## src/rtl/isp_ccm_pkg.sv

```systemverilog
// Shared constants and the FIFO word layout for the colour-correction
// round/clamp stage.
package isp_ccm_pkg;

    localparam int PROD_W    = 38;
    localparam int PIX_W     = 10;
    localparam int COEF_FRAC = 10;
    localparam int MULT_LAT  = 2;

    typedef struct packed {
        logic             sof;
        logic             eol;
        logic [PIX_W-1:0] r;
        logic [PIX_W-1:0] g;
        logic [PIX_W-1:0] b;
    } ccm_word_t;

endpackage

```

## src/rtl/isp_sync_fifo.sv

```systemverilog
// Synchronous show-ahead FIFO. Pointers wrap modulo DEPTH, so DEPTH need not
// be a power of two. A push into a full FIFO is dropped even when a pop
// happens in the same cycle.
module isp_sync_fifo #(
    parameter  int W     = 32,
    parameter  int DEPTH = 8,
    localparam int AW    = (DEPTH > 1) ? $clog2(DEPTH) : 1,
    localparam int CNTW  = $clog2(DEPTH + 1)
) (
    input  logic            clk,
    input  logic            rst_n,
    input  logic            i_push,
    input  logic [W-1:0]    i_wdata,
    input  logic            i_pop,
    output logic [W-1:0]    o_rdata,
    output logic            o_full,
    output logic            o_empty,
    output logic [CNTW-1:0] o_count
);

    logic [W-1:0]    r_mem [DEPTH];
    logic [AW-1:0]   r_wr_ptr;
    logic [AW-1:0]   r_rd_ptr;
    logic [CNTW-1:0] r_count;
    logic            w_wr;
    logic            w_rd;

    function automatic logic [AW-1:0] f_next(input logic [AW-1:0] p);
        return (p == AW'(DEPTH - 1)) ? '0 : p + 1'b1;
    endfunction

    assign o_full  = (r_count == CNTW'(DEPTH));
    assign o_empty = (r_count == '0);
    assign o_count = r_count;
    assign o_rdata = r_mem[r_rd_ptr];
    assign w_wr    = i_push && !o_full;
    assign w_rd    = i_pop && !o_empty;

    // Storage array; no reset so it maps onto plain registers or RAM.
    always_ff @(posedge clk) begin
        if (w_wr) r_mem[r_wr_ptr] <= i_wdata;
    end

    // Pointer and occupancy bookkeeping.
    always_ff @(posedge clk or negedge rst_n) begin
        if (!rst_n) begin
            r_wr_ptr <= '0;
            r_rd_ptr <= '0;
            r_count  <= '0;
        end else begin
            if (w_wr) r_wr_ptr <= f_next(r_wr_ptr);
            if (w_rd) r_rd_ptr <= f_next(r_rd_ptr);
            case ({w_wr, w_rd})
                2'b10:   r_count <= r_count + 1'b1;
                2'b01:   r_count <= r_count - 1'b1;
                default: r_count <= r_count;
            endcase
        end
    end

endmodule

```

## src/rtl/ccm_round_clamp.sv

```systemverilog
// Round/clamp stage behind the 3x3 CCM multiplier. Tags ride a shift register
// matched to the multiplier latency, products are rounded and clamped into
// pixel range, and results are buffered in a FIFO feeding a valid/ready port.
// The multiplier cannot stall, so in_ready is a credit: it is only high when
// every pixel already in the pipe is guaranteed a FIFO slot.
module ccm_round_clamp #(
    parameter int MULT_LAT  = isp_ccm_pkg::MULT_LAT,
    parameter int FRAC_BITS = isp_ccm_pkg::COEF_FRAC,
    parameter int PROD_W    = isp_ccm_pkg::PROD_W,
    parameter int OUT_W     = isp_ccm_pkg::PIX_W,
    parameter int DEPTH     = 8,
    parameter int SAT_W     = 16
) (
    input  logic                     clk,
    input  logic                     reset,
    input  logic                     px_valid,
    input  logic                     px_sof,
    input  logic                     px_eol,
    output logic                     in_ready,
    input  logic signed [PROD_W-1:0] iA,
    input  logic signed [PROD_W-1:0] iB,
    input  logic signed [PROD_W-1:0] iC,
    output logic                     o_valid,
    input  logic                     o_ready,
    output logic [OUT_W-1:0]         oR,
    output logic [OUT_W-1:0]         oG,
    output logic [OUT_W-1:0]         oB,
    output logic                     o_sof,
    output logic                     o_eol,
    output logic [SAT_W-1:0]         sat_cnt,
    output logic                     err_ovf
);

    import isp_ccm_pkg::*;

    localparam int CNTW = $clog2(DEPTH + 1);
    localparam int CW   = $clog2(DEPTH + MULT_LAT + 2) + 1;
    localparam logic [PROD_W:0] RND_HALF = (PROD_W + 1)'(1) << (FRAC_BITS - 1);

    // Result layout: [OUT_W] = clamp flag, [OUT_W-1:0] = pixel value.
    function automatic logic [OUT_W:0] f_round_clamp(input logic signed [PROD_W-1:0] p);
        logic signed [PROD_W:0] s;
        logic signed [PROD_W:0] q;
        s = $signed({p[PROD_W-1], p}) + $signed(RND_HALF);
        q = s >>> FRAC_BITS;
        if (q[PROD_W])
            return {1'b1, {OUT_W{1'b0}}};
        else if (|q[PROD_W-1:OUT_W])
            return {1'b1, {OUT_W{1'b1}}};
        else
            return {1'b0, q[OUT_W-1:0]};
    endfunction

    logic [MULT_LAT-1:0] r_sh_vld;
    logic [MULT_LAT-1:0] r_sh_sof;
    logic [MULT_LAT-1:0] r_sh_eol;

    logic [OUT_W:0]      w_rc_a;
    logic [OUT_W:0]      w_rc_b;
    logic [OUT_W:0]      w_rc_c;

    logic                r_cl_vld;
    logic                r_cl_sof;
    logic                r_cl_eol;
    logic                r_cl_sat;
    logic [OUT_W-1:0]    r_cl_r;
    logic [OUT_W-1:0]    r_cl_g;
    logic [OUT_W-1:0]    r_cl_b;

    ccm_word_t           w_wr_word;
    ccm_word_t           w_rd_word;
    logic                w_full;
    logic                w_empty;
    logic [CNTW-1:0]     w_count;
    logic                w_pop;
    logic [CW-1:0]       w_credit_used;

    logic [SAT_W-1:0]    r_sat_cnt;
    logic                r_err_ovf;

    // Tag pipeline. It follows px_valid directly because the multiplier
    // processes whatever it is given; a source that ignores in_ready will
    // therefore overflow the FIFO, which err_ovf records.
    always_ff @(posedge clk or negedge reset) begin
        if (!reset) begin
            r_sh_vld <= '0;
            r_sh_sof <= '0;
            r_sh_eol <= '0;
        end else begin
            r_sh_vld[0] <= px_valid;
            r_sh_sof[0] <= px_valid & px_sof;
            r_sh_eol[0] <= px_valid & px_eol;
            for (int i = 1; i < MULT_LAT; i++) begin
                r_sh_vld[i] <= r_sh_vld[i-1];
                r_sh_sof[i] <= r_sh_sof[i-1];
                r_sh_eol[i] <= r_sh_eol[i-1];
            end
        end
    end

    // Per-channel round and clamp of the products aligned with the tag tail.
    always_comb begin
        w_rc_a = f_round_clamp(iA);
        w_rc_b = f_round_clamp(iB);
        w_rc_c = f_round_clamp(iC);
    end

    // Clamp-stage register; its contents are pushed into the FIFO next cycle.
    always_ff @(posedge clk or negedge reset) begin
        if (!reset) begin
            r_cl_vld <= 1'b0;
            r_cl_sof <= 1'b0;
            r_cl_eol <= 1'b0;
            r_cl_sat <= 1'b0;
            r_cl_r   <= '0;
            r_cl_g   <= '0;
            r_cl_b   <= '0;
        end else begin
            r_cl_vld <= r_sh_vld[MULT_LAT-1];
            r_cl_sof <= r_sh_sof[MULT_LAT-1];
            r_cl_eol <= r_sh_eol[MULT_LAT-1];
            r_cl_sat <= w_rc_a[OUT_W] | w_rc_b[OUT_W] | w_rc_c[OUT_W];
            r_cl_r   <= w_rc_a[OUT_W-1:0];
            r_cl_g   <= w_rc_b[OUT_W-1:0];
            r_cl_b   <= w_rc_c[OUT_W-1:0];
        end
    end

    assign w_wr_word = '{sof: r_cl_sof, eol: r_cl_eol, r: r_cl_r, g: r_cl_g, b: r_cl_b};
    assign w_pop     = o_valid && o_ready;

    isp_sync_fifo #(
        .W     ($bits(ccm_word_t)),
        .DEPTH (DEPTH)
    ) u_fifo (
        .clk     (clk),
        .rst_n   (reset),
        .i_push  (r_cl_vld),
        .i_wdata (w_wr_word),
        .i_pop   (w_pop),
        .o_rdata (w_rd_word),
        .o_full  (w_full),
        .o_empty (w_empty),
        .o_count (w_count)
    );

    // Credit: slots already owned by stored or in-flight pixels. A pop in the
    // current cycle is deliberately not counted so in_ready has no path from
    // o_ready.
    always_comb begin
        w_credit_used = CW'(w_count) + CW'($countones(r_sh_vld)) + CW'(r_cl_vld);
        in_ready      = (w_credit_used < CW'(DEPTH));
    end

    // Saturation count per frame and sticky overflow, both tracked at write.
    always_ff @(posedge clk or negedge reset) begin
        if (!reset) begin
            r_sat_cnt <= '0;
            r_err_ovf <= 1'b0;
        end else begin
            if (r_cl_vld) begin
                if (r_cl_sof)
                    r_sat_cnt <= SAT_W'(r_cl_sat);
                else if (r_cl_sat && (r_sat_cnt != '1))
                    r_sat_cnt <= r_sat_cnt + 1'b1;
            end
            if (r_cl_vld && w_full) r_err_ovf <= 1'b1;
        end
    end

    // Head of FIFO drives the port; outputs read as zero while empty.
    always_comb begin
        o_valid = !w_empty;
        oR      = o_valid ? w_rd_word.r   : '0;
        oG      = o_valid ? w_rd_word.g   : '0;
        oB      = o_valid ? w_rd_word.b   : '0;
        o_sof   = o_valid ? w_rd_word.sof : 1'b0;
        o_eol   = o_valid ? w_rd_word.eol : 1'b0;
        sat_cnt = r_sat_cnt;
        err_ovf = r_err_ovf;
    end

endmodule

```

## config.mk

```make
export PLATFORM = sky130hd
export DESIGN_NAME = ccm_round_clamp
export DESIGN_NICKNAME = d
export VERILOG_FILES = /design/src/rtl/isp_ccm_pkg.sv /design/src/rtl/isp_sync_fifo.sv /design/src/rtl/ccm_round_clamp.sv
export SDC_FILE = /design/constraint.sdc
export NUM_CORES = 1
export LEC_CHECK = 0
export BUFFER_PORTS_ARGS = -buffer_cell sky130_fd_sc_hd__buf_4
export CORE_MARGIN = 5
export CORE_UTILIZATION = 63
export CTS_CLUSTER_DIAMETER = 200
export CTS_CLUSTER_SIZE = 40
export DETAILED_ROUTE_END_ITERATION = 8
export HOLD_SLACK_MARGIN = 0.1
export PLACE_DENSITY = 0.85
export SLEW_MARGIN = 5
export SYNTH_ARGS = -nofsm -noshare
export SYNTH_HDL_FRONTEND = slang
export SYNTH_HIERARCHICAL = 1
export SYNTH_SLANG_ARGS = --single-unit
```

## constraint.sdc

```tcl
create_clock -name clk -period 7.3 [get_ports clk]
set_clock_uncertainty 0.1 [all_clocks]
set_input_delay 1.46 -clock clk [delete_from_list [all_inputs] [get_ports clk]]
set_output_delay 1.46 -clock clk [all_outputs]
set_load 0.005 [all_outputs]
```

==> run metrics <==
vias 8454; most common flop cell mapped by yosys edfxtp_1; unrepaired setup endpoints after global routing false; first-pass GRT wire length 46.5 mm; port bufs 143; fillers 1439; post-synthesis compound-gate area fraction 0.0472; adder-cell share of the synthesized area 0.0132; Residual DRC 0; Hold Violations, Final 0; most used cell, CP buf_4; Mapped Area 0.0144 sq mm; Longest Clk Path Bufs 3; peak supply drop 268 uV; number of synthesized flops with an enable pin 256; Initial Util 0.636; CP required 5.74 ns; Die H 161 microns; leakage 0.00562 uW; PwrDens 311 mW/mm^2; hold path endpoint r_sh_eol[1]; wire length per cell 22.0 microns; All-Layer GR Usage 0.228; Diodes inserted 0; Post-Synth XOR/XNOR Area 0.0311; Area contributors post-synth edfxtp_1, dfrtp_1, mux4_2, mux2_2, xnor2_1; detailed-route wire length 29.6 mm; hold depth 0; post-synth top area cell edfxtp_1; Synth top cells by count edfxtp_1, dfrtp_1, mux4_2, a21oi_1, nor2_1; Final HPWL DP 19.0 mm; largest family of logic cells by synthesized area multiplexers; Worst path slowest cell dfrtp_4; critical path peak fanout 38; worst r2r src u_fifo/o_count[0]; post-synthesis mux area share 0.134; CTS H-tree depth 1; CTS Root Cell clkbuf_16; CP Class reg -> out; placed cell count 1325; reg2reg end u_fifo/o_count[3]; I/O pin count 171; cell count after synthesis 915; Clk Latency, worst-skew pair 0.51 ns; Reg clk slew, reported paths 0.14 ns; Critical Path, Cell by Cell buf_4 -> mux4_2 -> mux2_2 -> nor2b_1 -> buf_4; most common cell in the netlist edfxtp_1; post-layout instance count excluding filler cells 1345; TritonCTS Buffers 12; fraction of layout cells with a size suffix above 1 0.287; DR vias/cell 6.29; Die X 161 microns; register bit total from synthesis 323; Peak Freq 207 MHz; Worst slew margin 0.227; area occupied by multi-input gates 0.00479 sq mm; DRT Pass-1 Iters 5; final core utilization 0.715; R2R Setup Slk 4.00 ns; synth unique cells 66; Synth Area in Simple Gates 0.104; initial antenna violation count 0; Storage cell area 0.00937 sq mm; die footprint 0.0259 sq mm; Mean Syn Cell Area 15.7 sq um; Hold Worst Slack 0.271 ns; final setup fails 0; Critical Path End Type primary output; async set-reset flop share out of synthesis 0.207; core area 0.0226 sq mm; Least-Margin Pin Slew 1.15 ns; largest net degree at the start of global routing 68; post-synthesis sequential area ratio 0.652; GR Overflow Total 0; Syn. warnings 6; crit start category flop; Tmin final 4.84 ns; arrival time at the worst endpoint 3.28 ns; Setup Fix Bufs, Post-CTS 0; initial DRC count 638; CTS Sinks 323; ANT nets after route 0; total negative setup slack 0 ns; min-delay src r_sh_eol[0]; status finished, final reports clean; cell depth of the worst flop-to-flop path 10; CTS tree yes; Area Growth Syn to Fin 12.5%; Pins Over Slew Limit 0; num rows 55; Tightest Hold Check Type reg -> reg; Post-CTS Resized 0; CP max stage delay 0.82 ns; vias in the first global route 8609; fin nets 1188; Mapped Nets 1049; crit share post-route 0.663; Synth top area share 0.536; total power 5020 uW; Final Wtd Congestion 0.904; number of hold buffers added after cts 0; Max Cap Viol 0
cells by family after synthesis:
logic type,count (synthesis)
flops,323
simple gates,261
compound gates,105
mux,108
xor+xnor,51
buf+inv,53
fa+ha+maj,14
registers in the layout, summed over array words and instances (netlist names), 2 cells and up:
register         cells
u_fifo/r_wr_ptr      3
r_sh_sof             2
u_fifo/r_mem       256
u_fifo/o_count       4
r_cl_g              10
u_fifo/r_rd_ptr      3
r_sh_eol             2
sat_cnt             16
r_sh_vld             2
r_cl_r              10
r_cl_b              10
final cells by class:
class	instances	share of cell area
Sequential cell	323	0.580
Tap cell	285	0.0221
Clock inverter	1	0.00186
Timing Repair Buffer	156	0.0725
Inverter	22	0.00511
Clock buffer	19	0.0215
Multi-Input combinational cell	539	0.297
stage by stage:
step                      cell area [sq um]  setup slack [ns]
after global routing                  16100              2.18
after global placement                15800              2.76
after CTS                             16100              2.36
after detailed placement              15800              2.65
final                                 16100              2.46
after floorplan                       14400              2.86
worst max-delay path: cells and delay by family (launching register included):
kind	cells	cell delay (ns)
buf+inv	2	0.87
flops	1	0.82
mux	2	0.90
simple gates	1	0.16
cells in the final DEF, fill, tap and decap left out, types with 12 or more instances in the layout:
master / synthesis / final
o21ai_0: 15 / 15
ha_1: 12 / 12
nor3_1: 28 / 24
edfxtp_1: 256 / 256
xnor2_1: 36 / 36
buf_4: 0 / 156
inv_1: 22 / 22
a21oi_1: 41 / 41
nand2_1: 37 / 37
xor2_1: 15 / 15
mux4_2: 64 / 64
nand4_1: 20 / 20
dfrtp_1: 67 / 65
nor2_1: 41 / 38
nor2b_1: 33 / 33
clkbuf_16: 0 / 13
mux2_2: 36 / 36
nand3_1: 37 / 37
worst max path at each step:
stage	startpoint	end	cells after the start
after global routing	u_fifo/r_rd_ptr[0]	oB[1]	5
final	u_fifo/r_rd_ptr[0]	oB[1]	5
after CTS	u_fifo/r_rd_ptr[0]	oB[1]	5
after floorplan	u_fifo/o_count[0]	u_fifo/r_mem[0][0]	4
after global placement	iB[9]	r_cl_g[1]	9
after detailed placement	iB[9]	r_cl_g[9]	9
routing by layer:
metal | track usage | routed length (microns) | part of all wire
met1 | 0.301 | 11700 | 0.40
met2 | 0.418 | 15900 | 0.54
met3 | 0.0285 | 1620 | 0.055
met4 | 0.0357 | 364 | 0.012
met5 | 0 | 0 | 0
where the power goes:
part / switching, uW / internal (uW) / total (uW)
clock network: 513 / 344 / 857
logic: 716 / 930 / 1650
registers: 255 / 2260 / 2520
total: 1480 / 3530 / 5020
Note: power is estimated with default switching activity, not from simulation.
